### config.mk
export PLATFORM = sky130hd
export DESIGN_NAME = lsu_mem_port
export DESIGN_NICKNAME = d
export VERILOG_FILES = /design/src/rtl/lsu_mem_port.sv
export SDC_FILE = /design/constraint.sdc
export NUM_CORES = 1
export LEC_CHECK = 0
export CAP_MARGIN = 20
export CORE_ASPECT_RATIO = 1.2
export CORE_MARGIN = 2
export CORE_UTILIZATION = 45
export CTS_BUF_LIST = sky130_fd_sc_hd__clkbuf_2
export CTS_CLUSTER_SIZE = 28
export DETAILED_ROUTE_END_ITERATION = 16
export PLACE_DENSITY = 0.86
export SYNTH_ARGS = -nofsm -noshare
export SYNTH_HDL_FRONTEND = slang
export SYNTH_SLANG_ARGS = --single-unit
### constraint.sdc
create_clock -name clk -period 25.2 [get_ports clk]
set_input_delay 7.56 -clock clk [delete_from_list [all_inputs] [get_ports clk]]
set_output_delay 7.56 -clock clk [all_outputs]
set_load 0.005 [all_outputs]
### src/rtl/lsu_mem_port.sv
// Load/store access unit: aligns requests to the bus word, builds strobes and lane-shifted
// store data, and sign/zero-extends load data returned over a valid/ready memory port.
module lsu_mem_port #(
  parameter int unsigned XLEN   = 64,
  parameter int unsigned ADDR_W = 64
) (
  input  logic              clk,
  input  logic              rst,
  input  logic              in_valid,
  output logic              in_ready,
  input  logic              in_wen,
  input  logic [1:0]        in_size,
  input  logic              in_unsigned,
  input  logic [ADDR_W-1:0] in_addr,
  input  logic [XLEN-1:0]   in_wdata,
  output logic              out_valid,
  input  logic              out_ready,
  output logic [XLEN-1:0]   out_rdata,
  output logic              out_misalign,
  output logic              mem_req_valid,
  input  logic              mem_req_ready,
  output logic              mem_req_wen,
  output logic [ADDR_W-1:0] mem_req_addr,
  output logic [XLEN-1:0]   mem_req_wdata,
  output logic [XLEN/8-1:0] mem_req_wstrb,
  input  logic              mem_resp_valid,
  input  logic [XLEN-1:0]   mem_resp_rdata
);

  localparam int unsigned NB   = XLEN / 8;
  localparam int unsigned OFFW = $clog2(NB);

  typedef enum logic [1:0] {StIdle, StReq, StWait, StDone} state_e;

  state_e            r_state, w_state_next;
  logic              r_wen;
  logic [1:0]        r_size;
  logic              r_unsigned;
  logic [OFFW-1:0]   r_off;
  logic [ADDR_W-1:0] r_addr;
  logic [XLEN-1:0]   r_wdata;
  logic [NB-1:0]     r_wstrb;
  logic [XLEN-1:0]   r_rdata;
  logic              r_misalign;

  logic [OFFW-1:0]   w_off;
  logic [OFFW-1:0]   w_align_mask;
  logic [3:0]        w_bytes;
  logic              w_fault;
  logic [NB-1:0]     w_strb;
  logic [XLEN-1:0]   w_bytemask;
  logic [XLEN-1:0]   w_wdata;
  logic [XLEN-1:0]   w_rshift;
  logic              w_sign;
  logic [XLEN-1:0]   w_ext;
  logic              w_accept;

  assign w_accept = (r_state == StIdle) && in_valid;

  // Request decode: fault detection, strobes and lane-shifted store data.
  always_comb begin
    w_off   = in_addr[OFFW-1:0];
    w_bytes = 4'd1 << in_size;
    for (int b = 0; b < int'(OFFW); b++) begin
      w_align_mask[b] = (b < int'(in_size));
    end
    w_fault = ((w_off & w_align_mask) != '0) || ((XLEN == 32) && (in_size == 2'd3));
    for (int i = 0; i < int'(NB); i++) begin
      w_strb[i] = in_wen && (i >= int'(w_off)) && (i < int'(w_off) + int'(w_bytes));
      w_bytemask[8*i +: 8] = {8{w_strb[i]}};
    end
    w_wdata = (in_wdata << {w_off, 3'b000}) & w_bytemask;
  end

  // Load extraction: shift addressed lanes down, then extend above the access width.
  always_comb begin
    w_rshift = mem_resp_rdata >> {r_off, 3'b000};
    unique case (r_size)
      2'd0:    w_sign = w_rshift[7];
      2'd1:    w_sign = w_rshift[15];
      2'd2:    w_sign = w_rshift[31];
      default: w_sign = w_rshift[XLEN-1];
    endcase
    for (int i = 0; i < int'(XLEN); i++) begin
      w_ext[i] = (i < (8 << r_size)) ? w_rshift[i] : (w_sign & ~r_unsigned);
    end
  end

  always_comb begin
    w_state_next = r_state;
    unique case (r_state)
      StIdle:  if (in_valid) w_state_next = w_fault ? StDone : StReq;
      StReq:   if (mem_req_ready) w_state_next = StWait;
      StWait:  if (mem_resp_valid) w_state_next = StDone;
      StDone:  if (out_ready) w_state_next = StIdle;
      default: w_state_next = StIdle;
    endcase
  end

  always_ff @(posedge clk or posedge rst) begin
    if (rst) begin
      r_state <= StIdle;
    end else begin
      r_state <= w_state_next;
    end
  end

  always_ff @(posedge clk or posedge rst) begin
    if (rst) begin
      r_wen      <= 1'b0;
      r_size     <= 2'd0;
      r_unsigned <= 1'b0;
      r_off      <= '0;
      r_addr     <= '0;
      r_wdata    <= '0;
      r_wstrb    <= '0;
      r_rdata    <= '0;
      r_misalign <= 1'b0;
    end else begin
      if (w_accept) begin
        r_wen      <= in_wen;
        r_size     <= in_size;
        r_unsigned <= in_unsigned;
        r_off      <= w_off;
        r_addr     <= {in_addr[ADDR_W-1:OFFW], {OFFW{1'b0}}};
        r_wdata    <= w_wdata;
        r_wstrb    <= w_strb;
        r_rdata    <= '0;
        r_misalign <= w_fault;
      end
      if ((r_state == StWait) && mem_resp_valid && !r_wen) begin
        r_rdata <= w_ext;
      end
    end
  end

  assign in_ready      = (r_state == StIdle);
  assign out_valid     = (r_state == StDone);
  assign mem_req_valid = (r_state == StReq);
  assign out_rdata     = r_rdata;
  assign out_misalign  = r_misalign;
  assign mem_req_wen   = r_wen;
  assign mem_req_addr  = r_addr;
  assign mem_req_wdata = r_wdata;
  assign mem_req_wstrb = r_wstrb;

endmodule

==> flow_summary.toml <==
[logic_synthesis]
synth_seq_cells = 207
ys_warn_count = 0
async_flop_share_pct = 100
syn_area_mm2 = 0.0114
synth_top_flop_cell = "dfrtp_1"
synth_edf_count = 0
ys_seq_area_share_pct = 45.6
synthCells = 1062
synth_cell_types = 57
synth.avg_cell_area_um2 = 10.7

[floorplan]
dieHeight_um = 178
fp.dieW_um = 149
start_util_pct = 45.9
dieArea_mm2 = 0.0265
io_pins = 407
row_count = 63
core_area_mm2 = 0.0248

[pwr]
power.total_uw = 1610
power.leakage_uw = 0.00689
cellPowerDensity_mw_per_mm2 = 100
ir_worst_vdd_v = 0.0000573

[grt]
grt_pass1_wl_um = 58700
gr-usage-all-layers_pct = 28.5
antenna_found_initial = 1
grt_max_degree = 133
first_global_vias = 10600
grt_overflow = 0

[layout]
n_fill_cell = 1975
fin_util_pct = 64.8
fin_cells = 1810
drive_above_1_share_pct = 16.4
syn_to_final_growth_pct = 41.1
final_net_count = 1661

[outcome]
outcome = "completed"

[critical_path]
cp.depth = 8
crit_top_cell = "nor2_1"
worstPathCellList = "clkdlybuf4s50_1, nor2_1, ha_1, fa_1, nor4_1, nor2_1, o31ai_1, o21ai_0"
reg2reg_slack_ns = 22.25
crit_arrival_ns = 10.50
max_stage_delay_ns = 0.86
r2r_start = "r_state[0]$_DFFE_PP0P_"
start_kind = "primary input"
crit_buf_inv = 1
cp_slowest_cell = "o31ai_1"
reg2reg_depth = 5
rr_endpoint = "mem_req_addr[44]$_DFFE_PP0P_"
cp_max_fo = 9
crit_path_end_kind = "register"
critPathTopFamily = "compound AO/OA/AOI/OAI gates"
crit_required_ns = 25.79
crit_path_start = "in_size[1]"
critPathKind = "in2reg"

[cts]
htree_levels = 2
post_cts_buffers = 0
clkTransAtPathRegs_ns = 0.11
cts_tree = "yes"
cts_hold_buf = 0
clk_latency_ns = 0.81
cts_buffers = 53
cts_sinks = 207
ctsResizeCount = 0
clockBufferDepth = 3
cts-root-buf = "clkbuf_2"

[timing]
final-max-slew-violation-count = 0
finalHoldViolations = 0
clock-skew-final_ns = 0.0845
slew_headroom_pct = 30.3
setup_violations = 0
rsz0062_at_grt = "false"
fin_crit_sh_pct = 39.3
layout_setup_ws_ns = 15.29
min_period_ns = 9.91
setup_tns_ns = 0
fmax_mhz = 101
worst_pin_slew_ns = 1.04

[placement]
gp_congestion = 0.945
io_buffers = 403
place_hpwl_um = 29400
placedCellCount = 1719
pre_cts_ws_ns = 14.59

[route]
route.detailed.drc = 0
routedWlPerCell_um = 21.7
routed_wl_um = 39300
dr.first_iter.drc_count = 760
via_per_inst = 5.84
firstDrtPassIters = 5
ant_nets = 0
via_count = 10600

[min_path]
min_to = "mem_req_wstrb[4]$_DFFE_PP0P_"
worstHoldStart = "mem_req_wstrb[4]$_DFFE_PP0P_"
min_path_type = "reg2reg"
holdPathStages = 2

[job]
cap_violations = 0
## where the power goes
| group | internal, uW | switching (uW) |
|---|---|---|
| clock network | 85.3 | 139 |
| registers | 456 | 87.1 |
| logic | 443 | 399 |
| total | 984 | 625 |
## per-stage QoR
stage	area, um2	hold slack, ns
2_1_floorplan	11400	0.471
3_3_place_gp	15600	0.461
3_5_place_dp	15600	0.463
4_1_cts	16000	0.489
5_1_grt	16000	0.506
6_report	16000	0.486
## layout by cell type, fill, tap and decap left out, types with 7 or more instances in the layout
cell	instances
o32ai_1	7
clkinv_1	14
buf_4	13
nand3_1	15
a22oi_1	8
o21ai_0	94
o2bb2ai_1	7
inv_1	19
ha_1	8
clkbuf_2	69
o22ai_1	9
o21ai_1	18
nor2b_1	15
nor2_1	68
clkdlybuf4s50_1	401
nand2_1	123
a22o_1	24
a21oi_1	47
a221o_1	16
a2bb2oi_1	9
mux4_2	34
mux2i_1	73
dfrtp_1	205
a211oi_1	15
mux2_2	94
o31ai_2	12
a211o_1	8
## worst max path at each step
| stage | slack (ns) | end |
|---|---|---|
| after global placement | 14.72 | mem_req_wdata[50]$_DFFE_PP0P_ |
| after floorplan | 11.99 | mem_req_addr[10]$_DFFE_PP0P_ |
| after global routing | 15.20 | in_ready |
| after detailed placement | 14.59 | mem_req_wdata[44]$_DFFE_PP0P_ |
| after CTS | 15.29 | in_ready |
| final | 15.29 | mem_req_wdata[49]$_DFFE_PP0P_ |
## synth_stat cells, types with 2 or more instances
library cell / number / area (um2)
inv_1: 20 / 75.1
o211ai_1: 2 / 15.0
o22ai_1: 9 / 56.3
a31oi_1: 2 / 12.5
buf_1: 7 / 26.3
a221o_1: 16 / 160
buf_4: 5 / 37.5
nand3_1: 15 / 75.1
clkbuf_1: 56 / 210
o31ai_2: 12 / 150
and2_1: 3 / 18.8
nand2b_1: 4 / 25.0
a21o_1: 4 / 30.0
a211oi_1: 15 / 113
o32ai_1: 7 / 61.3
ha_1: 8 / 100
o21ai_1: 18 / 90.1
a211o_1: 8 / 70.1
mux2_2: 94 / 1060
mux4_2: 34 / 766
buf_2: 14 / 70.1
buf_6: 3 / 33.8
inv_2: 2 / 7.51
a2bb2oi_1: 9 / 78.8
o31ai_1: 5 / 37.5
o21ai_0: 94 / 470
nor2b_1: 15 / 93.8
a22oi_1: 8 / 60.1
a21oi_1: 48 / 240
a22o_1: 24 / 210
mux2i_1: 73 / 731
nor2_1: 68 / 255
o2bb2ai_1: 7 / 61.3
nand2_1: 124 / 465
dfrtp_1: 207 / 5180
## registers in the layout, summed over array words and instances, names as in the netlist
register,flops
mem_req_wdata,64
out_rdata,64
r_state,2
mem_req_addr,61
r_unsigned,1
mem_req_wstrb,8
out_misalign,1
r_size,2
mem_req_wen,1
r_off,3
## cells by family (layout without fill, tap and decap cells)
family | Yosys count | count (layout) | share of synthesized area, %
buffers and inverters | 108 | 528 | 4.08
AOI/OAI and AO/OA | 297 | 297 | 17.9
xor gates and xnor gates | 1 | 1 | 0.0771
other | 1 | 4 | 0.0330
adders and majority gates | 9 | 9 | 1.06
muxes | 201 | 201 | 22.5
DFF | 207 | 207 | 45.6
and+or+nand+nor | 238 | 238 | 8.76
## worst register-to-register path, delay by kind of cell (launching register included)
family	cells	cell delay [ns]
adders and majority gates	1	0.35
buffers and inverters	2	0.87
and+or+nand+nor	1	0.77
DFF	1	0.39
muxes	1	0.51
## layout make-up
| type | count | area, um2 | share of cell area (%) |
|---|---|---|---|
| Multi-Input combinational cell | 749 | 5760 | 35.9 |
| Sequential cell | 207 | 5180 | 32.3 |
| Timing Repair Buffer | 416 | 4140 | 25.8 |
| Tap cell | 325 | 407 | 2.54 |
| Clock buffer | 69 | 345 | 2.15 |
| Clock inverter | 20 | 111 | 0.694 |
| Inverter | 23 | 93.8 | 0.585 |
| Antenna cell | 1 | 2.50 | 0.0156 |
## layer usage
metal / up-vias / wire length (um) / GRT usage, %
met5: - / 0 / 0
met4: 0 / 2180 / 15.6
met3: 121 / 3810 / 6.83
met2: 639 / 19700 / 49.1
met1: 5116 / 13700 / 32.6
li1: 4690 / - / -
Power figures use the tool's default switching activity.
